$ cat config.mk
export PLATFORM = sky130hd
export DESIGN_NAME = nibble_serializer
export DESIGN_NICKNAME = d
export VERILOG_FILES = /design/src/rtl/nibble_serializer_pkg.sv /design/src/rtl/nibble_serializer_baud_tick.sv /design/src/rtl/nibble_serializer.sv
export SDC_FILE = /design/constraint.sdc
export NUM_CORES = 1
export LEC_CHECK = 0
export ABC_AREA = 1
export CAP_MARGIN = 5
export CORE_MARGIN = 2
export CORE_UTILIZATION = 50
export CTS_BUF_LIST = sky130_fd_sc_hd__clkbuf_4 sky130_fd_sc_hd__clkbuf_8
export CTS_CLUSTER_DIAMETER = 40
export CTS_CLUSTER_SIZE = 8
export DETAILED_ROUTE_END_ITERATION = 8
export PLACE_DENSITY = 0.85
export SKIP_CTS_REPAIR_TIMING = 1
export SLEW_MARGIN = 20
export SYNTH_ARGS = -nofsm -noshare
export SYNTH_HDL_FRONTEND = slang
export SYNTH_SLANG_ARGS = --single-unit
$ cat constraint.sdc
create_clock -name clk -period 2.3 [get_ports clk]
set_input_delay 0.69 -clock clk [delete_from_list [all_inputs] [get_ports clk]]
set_output_delay 0.69 -clock clk [all_outputs]
set_load 0.01 [all_outputs]
$ cat src/rtl/nibble_serializer_pkg.sv
// Shared types and constants for the nibble serializer: FSM states, line levels, default width.
package nibble_serializer_pkg;

    typedef enum logic [2:0] {
        IDLE,
        START,
        DATA,
        PARITY,
        STOP
    } state_t;

    localparam logic START_BIT      = 1'b0;
    localparam logic STOP_BIT       = 1'b1;
    localparam int   DATA_W_DEFAULT = 4;

endpackage

$ cat src/rtl/nibble_serializer_baud_tick.sv
// Bit-period timer: one-cycle tick every BAUD_DIV enabled cycles; count clears while disabled.
module baud_tick
    import nibble_serializer_pkg::*;
#(
    parameter int BAUD_DIV = 1
) (
    input  logic clk,
    input  logic rst,
    input  logic en,
    output logic tick
);

    localparam int CW = (BAUD_DIV > 1) ? $clog2(BAUD_DIV) : 1;

    logic [CW-1:0] cnt;

    assign tick = en && (cnt == CW'(BAUD_DIV - 1));

    always_ff @(posedge clk or posedge rst) begin
        if (rst) begin
            cnt <= '0;
        end else if (!en || tick) begin
            cnt <= '0;
        end else begin
            cnt <= cnt + 1'b1;
        end
    end

endmodule

$ cat src/rtl/nibble_serializer.sv
// UART-style word serializer: start, DATA_W bits LSB first, stop; each bit held BAUD_DIV cycles.
// Define PARITY_EN to insert an even-parity bit between the last data bit and the stop bit.
module nibble_serializer
    import nibble_serializer_pkg::*;
#(
    parameter int DATA_W   = DATA_W_DEFAULT,
    parameter int BAUD_DIV = 1
) (
    input  logic              clk,
    input  logic              rst,
    input  logic [DATA_W-1:0] data,
    input  logic              load,
    output logic              ready,
    output logic              busy,
    output logic              ser_out,
    output logic              done
);

    generate
        if (BAUD_DIV < 1) begin : g_bad_baud_div
            $error("nibble_serializer: BAUD_DIV must be >= 1");
        end
    endgenerate

    localparam int CNT_W = (DATA_W > 1) ? $clog2(DATA_W) : 1;

    state_t            state, state_nxt;
    logic [DATA_W-1:0] shreg, shreg_nxt;
    logic [CNT_W-1:0]  bit_cnt, bit_cnt_nxt;
    logic              ser_nxt;
    logic              tick;
    logic              last_bit;

    assign ready    = (state == IDLE);
    assign busy     = !ready;
    assign last_bit = (bit_cnt == CNT_W'(DATA_W - 1));

    baud_tick #(.BAUD_DIV(BAUD_DIV)) u_baud_tick (
        .clk  (clk),
        .rst  (rst),
        .en   (busy),
        .tick (tick)
    );

`ifdef PARITY_EN
    localparam state_t AFTER_DATA = PARITY;
    logic par_q;

    // Parity is taken from the word as captured, so later input changes cannot disturb it.
    always_ff @(posedge clk or posedge rst) begin
        if (rst) begin
            par_q <= 1'b0;
        end else if (state == IDLE && load) begin
            par_q <= ^data;
        end
    end
`else
    localparam state_t AFTER_DATA = STOP;
`endif

    always_comb begin
        state_nxt   = state;
        shreg_nxt   = shreg;
        bit_cnt_nxt = bit_cnt;
        case (state)
            IDLE: begin
                if (load) begin
                    state_nxt   = START;
                    shreg_nxt   = data;
                    bit_cnt_nxt = '0;
                end
            end
            START:  if (tick) state_nxt = DATA;
            DATA: begin
                if (tick) begin
                    if (last_bit) begin
                        state_nxt = AFTER_DATA;
                    end else begin
                        shreg_nxt   = shreg >> 1;
                        bit_cnt_nxt = bit_cnt + 1'b1;
                    end
                end
            end
            PARITY: if (tick) state_nxt = STOP;
            STOP:   if (tick) state_nxt = IDLE;
            default: state_nxt = IDLE;
        endcase
    end

    // Line level is decoded from the upcoming state so ser_out comes straight from a flop.
    always_comb begin
        ser_nxt = STOP_BIT;
        case (state_nxt)
            START: ser_nxt = START_BIT;
            DATA:  ser_nxt = shreg_nxt[0];
`ifdef PARITY_EN
            PARITY: ser_nxt = par_q;
`endif
            default: ser_nxt = STOP_BIT;
        endcase
    end

    always_ff @(posedge clk or posedge rst) begin
        if (rst) begin
            state   <= IDLE;
            shreg   <= '0;
            bit_cnt <= '0;
            ser_out <= STOP_BIT;
            done    <= 1'b0;
        end else begin
            state   <= state_nxt;
            shreg   <= shreg_nxt;
            bit_cnt <= bit_cnt_nxt;
            ser_out <= ser_nxt;
            done    <= (state == STOP) && tick;
        end
    end

endmodule

==> flow_summary.yaml <==
status:
  outcome: "complete, no violations"
place:
  place.gp.congestion: 0.7699
  dpl.hpwl_um: 871.9
  place_area_um2: 768.2
  pre_cts_ws_ps: 276.6
  port_buffers: 10
global_routing:
  grt_max_degree: 13
  busiest_layer: "met2"
  grt_pass1_wl_mm: 1.738
  grtUsageMet2_pct: 26.19
  overflow: 0
  use_met3_pct: 3.333
  use_met1_pct: 21.99
  grt_pass1_vias: 424
  antenna_found_initial: 0
  track_usage_pct: 17.72
die:
  start_util_pct: 52.07
  die_y_um: 40.35
  die_x_um: 40.35
  rows: 13
  pin_count: 11
  coreArea_um2: 1269
  dieArea_um2: 1628
critical_path:
  cp.arrival_ps: 1440
  critPathMaxFanout: 7
  path_delay_family: "buffers and inverters"
  crit_buf_inv: 1
  worst-setup-path-type: "register to output pin"
  slowest_stage: "clkdlybuf4s50_1"
  endpoint_kind: "output pin"
  crit_chain: "nor2_4 > nand2_8 > clkdlybuf4s50_1"
  cp.required_ps: 1610
  cpPeakStageDelay_ps: 480
  startpoint_type: "register"
power_and_ir_drop:
  p_leak_nw: 0.4047
  netSwitchingFraction_pct: 39.73
  pwr-share-seq_pct: 34.7
  power_density_nw_per_um2: 1236
  pwr-share-comb_pct: 49.1
  irDropWorstVdd_uv: 744.0
  internal-power_uw: 614.1
  netSwitchingPower_uw: 404.7
  finalPower_mw: 1.019
  p_clk_share_pct: 16.3
layout:
  syn2layout_area_growth_pct: 24.81
  stdcell_area_um2: 824.5
  regArea_um2: 304.0
  layout_common_cells: "20 x nand2_1, 9 x dfrtp_1, 9 x clkdlybuf4s50_1"
  multi_input_area_um2: 310.3
  layout_commonest_cell: "nand2_1"
  nFillCells: 118
  antenna_cells: 0
  nets: 100
  final_layout_size_suffix_gt1_share_pct: 24.18
timing:
  rsz0062_at_grt: "false"
  hold_viol_final: 0
  maxSlewViolCount: 0
  setup_tns_ps: 0
  skew_ps: 8.906
  max_clock_freq_ghz: 0.4689
  fin_crit_sh_pct: 92.73
  min_period_ps: 2133
  holdWs_ps: 485.7
  finalSetupViolations: 0
  fin_ws_ps: 167.2
detailed_routing:
  firstDrtPassIters: 4
  drt_first_iter_violations: 13
  post_drt_wl_per_cell_um: 10.53
  antenna_left: 0
  routed_wl_mm: 1.116
  drcViolationCount: 0
  vias: 530
  via_per_inst: 5.000
yosys:
  ys_types: 24
  ys_warn_count: 0
  synth_top_area_share_pct: 41.67
  syn_inst: 76
  synth_nets: 84
  syn_avg_cell_area_um2: 8.693
  ys_seq_area_share_pct: 45.64
  yosys-top-cells-area: "dfrtp_1 42%, nand2_1 11%, nand3_1 6.1%"
  synth-seq-cells: 12
  netlist_area_um2: 660.6
  synth_top_cell_by_area: "dfrtp_1"
cts:
  root_buffer: "clkbuf_4"
  cts_sinks: 12
  cts_max_level: 1
  numCtsBuffers: 3
  cts_tree: "done"
  clk_path_buf_depth: 2
  clock_latency_ps: 270
  clk_pin_slew_ps: 80
run:
  cap_violations: 0
hold_path:
  hp-class: "register to register"
-- power by group through the flow --
stage	registers [mW]	clock network, mW	logic (mW)
6_report	0.353	0.166	0.500
5_1_grt	0.363	0.185	0.559
4_1_cts	0.368	0.171	0.464
3_5_place_dp	0.372	0	0.463
3_3_place_gp	0.367	0	0.453
2_1_floorplan	0.349	0	0.365
-- path summary, 6_finish.rpt --
path	from	to	slack, ps	cells past startpoint
worst min-delay path	shreg[3]	shreg[3]	490	2
min in group asynchronous	rst	shreg[2]	710	2
worst min register to register	shreg[3]	shreg[3]	490	2
max in group asynchronous	rst	state[0]	1260	2
worst max-delay path	state[0]	busy	170	3
worst max register to register	state[0]	bit_cnt[0]	940	6
-- per-stage QoR --
step                utilization [%]  cells
floorplan                         -     76
global placement              60.55    100
detailed placement            60.55    100
CTS                           63.41    104
global route                  64.99    106
finish                        64.99    106
-- worst register-to-register path, delay by kind of cell (launching register included) --
kind                   cells  cell delay, ps
AND/OR/NAND/NOR            4             510
flip-flops                 1             430
buffers and inverters      1             160
AO/OA/AOI/OAI              1             160
-- layer usage --
metal | up-vias | wire length, um | share of wire (%)
li1 | 275 | - | -
met1 | 240 | 498 | 45
met2 | 11 | 541 | 48
met3 | 4 | 39 | 3.5
met4 | 0 | 37 | 3.3
met5 | - | 0 | 0
-- cell usage after synthesis (all sizes together) --
cell and number:
nand2 22, dfrtp 11, inv 10, nor2 10, nand3 9, a21oi 2
o21ai 2, a21o 1, buf 1, conb 1, dfstp 1, ha 1
nand4 1, nor3 1, nor4 1, o221ai 1, o22ai 1
-- area by class of cell --
type / count / area share [%]
multi-input combinational: 53 / 37.63
inverter: 10 / 4.552
timing repair buffer: 12 / 14.26
tap: 15 / 2.276
sequential: 12 / 36.87
clock buffer: 4 / 4.401
-- flip-flops by register name, summed over array words and instances (netlist names) --
name and cells:
shreg 4, state 3, ser_out 1, u_baud_tick.cnt 1, done 1, bit_cnt 2
-- cell families after synthesis --
family,synth area share [%]
adders and majority gates,1.894
DFF,45.64
AOI/OAI and AO/OA,7.954
buffers and inverters,7.387
other,0.5676
and+or+nand+nor,36.55
Power figures use the tool's default switching activity.
